`src/rtl/booth_pp_stream.sv`:
```
// booth_pp_stream
//   Sequential radix-4 Booth partial-product generator. One signed a/b pair
//   is accepted, then one partial product per cycle is emitted, least
//   significant digit first. Downstream weights product i by 4^i.
//
//   state | meaning
//   ------+-----------------------------------------------------------
//   IDLE  | waiting for an operand pair, in_ready_o high
//   EMIT  | presenting digit idx_q of the latched multiplier
//
// Ports
//   clk, rst_n      clock, async active-low reset
//   in_valid_i      operand pair offered        in_ready_o   pair accepted
//   a_i [WA]        signed multiplicand         b_i [WB]     signed multiplier
//   out_valid_o     partial product valid       out_ready_i  downstream takes it
//   pp_o [WA+2]     digit x a, sign-extended    pp_idx_o     digit index
//   pp_digit_o [3]  signed Booth digit          pp_last_o    final digit
module booth_pp_stream #(
    parameter  int WA = 6,
    parameter  int WB = 6,
    localparam int N  = WB / 2,
    localparam int IW = (N > 1) ? $clog2(N) : 1
) (
    input  logic          clk,
    input  logic          rst_n,
    input  logic          in_valid_i,
    output logic          in_ready_o,
    input  logic [WA-1:0] a_i,
    input  logic [WB-1:0] b_i,
    output logic          out_valid_o,
    input  logic          out_ready_i,
    output logic [WA+1:0] pp_o,
    output logic [IW-1:0] pp_idx_o,
    output logic [2:0]    pp_digit_o,
    output logic          pp_last_o
);

    typedef enum logic {
        IDLE = 1'b0,
        EMIT = 1'b1
    } state_e;

    localparam logic [IW-1:0] LAST_IDX = IW'(N - 1);

    state_e        state_q, state_d;
    logic [WA-1:0] a_q, a_d;
    logic [WB:0]   b_q, b_d;     // {b, 1'b0}: bit 0 is the implicit b[-1]
    logic [IW-1:0] idx_q, idx_d;

    logic          emit;
    logic          is_last;
    logic [2:0]    digit;
    logic [WA+1:0] a_ext;
    logic [WA+1:0] a_x2;
    logic [WA+1:0] pp_val;

    assign emit    = (state_q == EMIT);
    assign is_last = emit && (idx_q == LAST_IDX);

    // Two extra bits give room for -2 * (-2^(WA-1)) = +2^WA.
    assign a_ext = {{2{a_q[WA-1]}}, a_q};
    assign a_x2  = {a_q[WA-1], a_q, 1'b0};

    always_comb begin
        digit = 3'b000;
        case (b_q[2:0])
            3'b001, 3'b010: digit = 3'b001;   // +1
            3'b011:         digit = 3'b010;   // +2
            3'b100:         digit = 3'b110;   // -2
            3'b101, 3'b110: digit = 3'b111;   // -1
            default:        digit = 3'b000;
        endcase
    end

    always_comb begin
        pp_val = '0;
        case (digit)
            3'b001:  pp_val = a_ext;
            3'b010:  pp_val = a_x2;
            3'b111:  pp_val = -a_ext;
            3'b110:  pp_val = -a_x2;
            default: pp_val = '0;
        endcase
    end

    // Outputs depend only on registered state; zeroed while idle.
    assign pp_o       = emit ? pp_val : '0;
    assign pp_digit_o = emit ? digit  : 3'b000;
    assign pp_idx_o   = emit ? idx_q  : '0;
    assign pp_last_o  = is_last;

    always_comb begin
        state_d     = state_q;
        a_d         = a_q;
        b_d         = b_q;
        idx_d       = idx_q;
        in_ready_o  = 1'b0;
        out_valid_o = 1'b0;
        case (state_q)
            IDLE: begin
                in_ready_o = 1'b1;
                if (in_valid_i) begin
                    a_d     = a_i;
                    b_d     = {b_i, 1'b0};
                    idx_d   = '0;
                    state_d = EMIT;
                end
            end
            EMIT: begin
                out_valid_o = 1'b1;
                if (out_ready_i) begin
                    if (is_last) begin
                        state_d = IDLE;
                    end else begin
                        b_d   = {{2{b_q[WB]}}, b_q[WB:2]};
                        idx_d = idx_q + 1'b1;
                    end
                end
            end
            default: state_d = IDLE;
        endcase
    end

    always_ff @(posedge clk or negedge rst_n) begin
        if (!rst_n) begin
            state_q <= IDLE;
            a_q     <= '0;
            b_q     <= '0;
            idx_q   <= '0;
        end else begin
            state_q <= state_d;
            a_q     <= a_d;
            b_q     <= b_d;
            idx_q   <= idx_d;
        end
    end

endmodule
```
`config.mk`:
```
export PLATFORM = sky130hd
export DESIGN_NAME = booth_pp_stream
export DESIGN_NICKNAME = d
export VERILOG_FILES = /design/src/rtl/booth_pp_stream.sv
export SDC_FILE = /design/constraint.sdc
export NUM_CORES = 1
export LEC_CHECK = 0
export CAP_MARGIN = 15
export CELL_PAD_IN_SITES_DETAIL_PLACEMENT = 1
export CELL_PAD_IN_SITES_GLOBAL_PLACEMENT = 1
export CORE_MARGIN = 5
export CORE_UTILIZATION = 28
export CTS_CLUSTER_SIZE = 16
export DETAILED_ROUTE_END_ITERATION = 16
export PLACE_DENSITY_LB_ADDON = 0.1
export SKIP_LAST_GASP = 1
export SLEW_MARGIN = 20
export SYNTH_ARGS = -nofsm -noshare
export SYNTH_HDL_FRONTEND = slang
export SYNTH_SLANG_ARGS = --single-unit
```
`constraint.sdc`:
```
create_clock -name clk -period 2.25 [get_ports clk]
set_input_delay 0.3375 -clock clk [delete_from_list [all_inputs] [get_ports clk]]
set_output_delay 0.3375 -clock clk [all_outputs]
set_load 0.1 [all_outputs]
```
======== Word level (Yosys, flattened, before mapping) ========
Cells that the tools add are included.
word-level totals
  bits of input ports ..................... 16
  bits in registers ....................... 16
  word-level logic and storage cells ...... 48
  output and inout port bits .............. 16
cells by class
  equal/unequal tests ..................... 14
  add/sub/neg operators ................... 3
  reduce and logical (&&, ||, !) cells .... 6
  bitwise logic cells ..................... 1
  multiplexer cells ....................... 19
operators by type and width
  cell                   number
  $pmux W8 S4            1
  $neg A8 Y8             2
  $eq A3 B3 Y1 const B   5
  $pmux W7 S2            1
  $mux W6                2
  $pmux W3 S4            1
  $eq A3 B2 Y1 const B   3
  $mux W2                4
  $mux W8                1
  $mux W7                1
  $eq A3 B1 Y1 const B   2
  $ne A2 B2 Y1 const B   3
  $mux W1                5
  $pmux W2 S2            1
  $reduce_and A2 Y1      2
  $reduce_or A2 Y1       2
  $mux W3                1
  $reduce_and A3 Y1      1
  $add A2 B1 Y2 const B  1
  $eq A2 B2 Y1 const B   1
  $pmux W1 S2            1
  $logic_and A1 B1 Y1    1
  $not A1 Y1             1

======== Depth between registers and ports, before layout ========
  word-level depth ........................ 6
  depth in mapped cells ................... 7
  gate-level depth less buffers ........... 6

======== Worst setup path after synthesis ========
No wires, ideal clock.
  path kind ............................... reg-to-output
  from .................................... register state_q (netlist: emit)
  to ...................................... output port pp_o[0]
  cell stages (with the launch flop) ...... 3
  slack ................................... -3.313 ns
  data required time ...................... 1.913 ns
  data arrival time ....................... 5.226 ns
  path buffers ............................ 0
  path through ............................ dfrtp_1 clkinv_1 nor4_1
between the ends
  word-level cells in the longest chain between the ends .. 1
RTL lines
  element                 line  source
  from (decl)             45    state_e state_q, state_d;
  from (signal assigned)  131   state_q <= state_d;
  $mux W8                 87    assign pp_o = emit ? pp_val : '0;
  to (decl)               32    output logic [WA+1:0] pp_o,
Every way passes these cells.

======== Final worst setup path ========
  from .................................... register b_q[1]
  to ...................................... output port pp_o[5]
between the ends
  word-level cells in the longest chain between the ends .. 6
  elaborated cells on any way between the ends .. 15
  classes of those cells .................. eq/ne: 10; mux: 3; reduce/logical: 2
RTL lines
  element                                     line  source
  from (decl)                                 47    logic [WB:0] b_q, b_d;
  from (signal assigned)                      128   b_q <= '0;
  from (signal assigned)                      133   b_q <= b_d;
  $eq A3 B3 Y1, or another cell as far along  66    case (b_q[2:0])
  $reduce_or A2 Y1                            66
  $pmux W3 S4 (*)                             66
  $eq A3 B3 Y1, or another cell as far along  77    case (digit)
  $pmux W8 S4 (*)                             77
  $mux W8 (*)                                 87
Every way passes the cells marked *; elsewhere a longest branch is shown, timed or not.

==> run metrics <==
share of cells above drive strength 1 0.487; First DRT Iteration DRCs 35; first-pass GRT wire length 6770 um; fmax 407 MHz; XOR/XNOR share of the synthesized area 0.0142; Max Cap Viol 0; Sink Count 16; Synth Register Bits 16; number of H-tree levels 1; PortBufs 31; CP Max Fanout 4; Slew Limit Headroom 0.573; vias in the first global route 1376; Synth Area in Simple Gates 0.219; worst reg2reg path endpoint b_q[0]; outcome complete, but fails checks; DIE WIDTH 76.4 um; register area 407 um^2; Skew-Pair Late Insertion Delay 0.25 ns; final hold slack 0.480 ns; Adder-Cell Fraction of Synth Area 0.0607; mean area per synthesized cell 8.96 um^2; wire per inst 16.4 um; RSZ-0062 raised after global routing true; CP Launch Type register; GRT Overall Usage 0.139; crit path kind register to output pin; CP endpoint kind output pin; Clock Pin Slew Worst Setup and Hold Paths 0.07 ns; Slew Limit Fails 0; CP startpoint b_q[1]; worst-margin pin slew 0.638 ns; Die ar. 5840 um^2; fin worst setup slack -0.209 ns; Distinct cells, synth 42; synthesis-to-layout area growth 75.7%; multi-input logic area 973 um^2; gpl congestion 0.726; Synth Warn # 0; root cell of the clock tree clkbuf_8; initial antenna violation count 0; cts bufs inserted 3; number of synthesized flops with an enable pin 0; row count 24; sequential area share after synthesis 0.324; Reg2Reg Depth 7; # fillers 482; fin crit share 1.09; Compound-Gate Fraction of Synth Area 0.212; multiplexer share of the synthesized area 0.103; post-layout minimum cycle time 2.46 ns; initial core utilization 0.286; CTS tree done; worst hold path class primary input to asynchronous set/reset pin; cell taking the most area after synthesis dfrtp_1; Die Y 76.4 um; asr flop ratio synth 1.00; Ports 32; Post-CTS Hold Buffers 0; drt pass-1 iters 4; drt total wl 3960 um; Clock Tree Buf Depth 2; Hold Vio Cnt, Final 0; mapped cell area 1240 um^2; Setup Skew 0.00328 ns; FF-to-FF setup slack 0.64 ns; hpwl dp 3070 um; dominant synthesized flop cell dfrtp_1; Final Setup Violations 9; largest family of logic cells by synthesized area simple AND/OR/NAND/NOR gates; cell with the most instances after synthesis nor2_1; DRC viols 0; Yosys top cell area share 0.324; Data required, critical path 1.91 ns; Synth area leaders dfrtp_1, a21oi_1, ha_1; Final nets 212; Synth top cells by count nor2_1, a21oi_1, dfrtp_1; core area 4320 um^2; worst r2r src idx_q[0]; vias per cell 5.15; gr ovfl total 0; critical path arrival 2.12 ns; diode count 0; post-route ant nets 0; failing checks negative setup slack; cells after synthesis 138; via count 1240; Syn Nets 160; largest net degree at the start of global routing 15
-- stage by stage --
step	cells	instance area, um^2	util	setup WS [ns]	TNS (ns)
after global routing	241	2170	0.502	-0.333	-2.46
final	241	2170	0.502	-0.209	-1.48
after global placement	230	1940	0.449	0.0719	0
after CTS	239	2110	0.487	-0.230	-1.65
after floorplan	138	1380	-	-0.261	-1.52
after detailed placement	230	1940	0.449	-0.0115	-0.0178
-- what timing repair did --
action	in CTS	in global routing
cloned	0	0
setup endpoints to repair	9	10
pin swaps	8	5
resized for setup	12	9
setup buffers	5	2
-- critical path: stages (launching register included) --
cell      delay, ns
dfrtp_2        0.41
inv_2          0.08
ha_4           0.16
o31a_4         0.40
nor4_4         0.18
a221oi_1       0.12
a221oi_4       0.30
buf_12         0.21
-- sequential cells by signal (all words and copies together), names as in the netlist --
| name | flops |
|---|---|
| a_q | 6 |
| b_q | 7 |
| emit | 1 |
| idx_q | 2 |
-- area by class of cell --
type	instances	share of cell area
Multi-Input combinational cell	107	0.448
Sequential cell	16	0.187
Clock buffer	4	0.0253
Inverter	8	0.0173
Timing Repair Buffer	54	0.292
Tap cell	52	0.0300
-- worst max-delay path by stage --
| stage | endpoint | slack, ns | cells after the start |
|---|---|---|---|
| 5_1_grt | pp_o[5] | -0.33 | 7 |
| 3_5_place_dp | pp_o[6] | -0.01 | 7 |
| 2_1_floorplan | pp_o[5] | -0.26 | 6 |
| 4_1_cts | pp_o[5] | -0.23 | 7 |
| 3_3_place_gp | pp_o[7] | 0.07 | 7 |
| 6_report | pp_o[5] | -0.21 | 7 |
-- layout by cell type, fill, tap and decap left out, drive strengths merged --
master,Yosys,layout
o31ai,2,2
clkbuf,3,4
nor2b,2,2
nor3b,1,1
o21ai,8,8
a31oi,1,1
nand3,5,5
dfrtp,16,16
xor2,1,1
clkinv,1,1
clkdlybuf4s50,0,15
a22oi,2,2
inv,7,7
ha,6,6
nor2,17,17
a21o,1,1
a211o,1,1
o31a,2,2
o211ai,1,1
nand2,5,5
xnor2,1,1
a21oi,16,16
and2,2,2
nand2b,4,4
a221oi,3,3
or3,1,1
and4,1,1
mux2,6,6
a31o,1,1
nor3,6,6
buf,4,39
mux2i,6,6
nor4,3,3
and2b,1,1
a211oi,1,1
-- routing by layer --
metal	global-route usage	vias to the layer above	routed length (um)
met5	0	-	0
met4	0.0402	0	30
met3	0.0284	4	135
met2	0.255	22	2150
met1	0.161	616	1640
li1	-	598	-
-- cell families (layout without fill, tap and decap cells) --
logic type,Yosys count,in the layout
AOI/OAI and AO/OA,39,39
adders and majority gates,6,6
xor gates and xnor gates,2,2
muxes,12,12
buffers and inverters,15,66
DFF,16,16
and+or+nand+nor,48,48
Power is left out: the tool's default activity adds up to more than one toggle a clock period on the data nets, which glitch-free logic cannot reach.
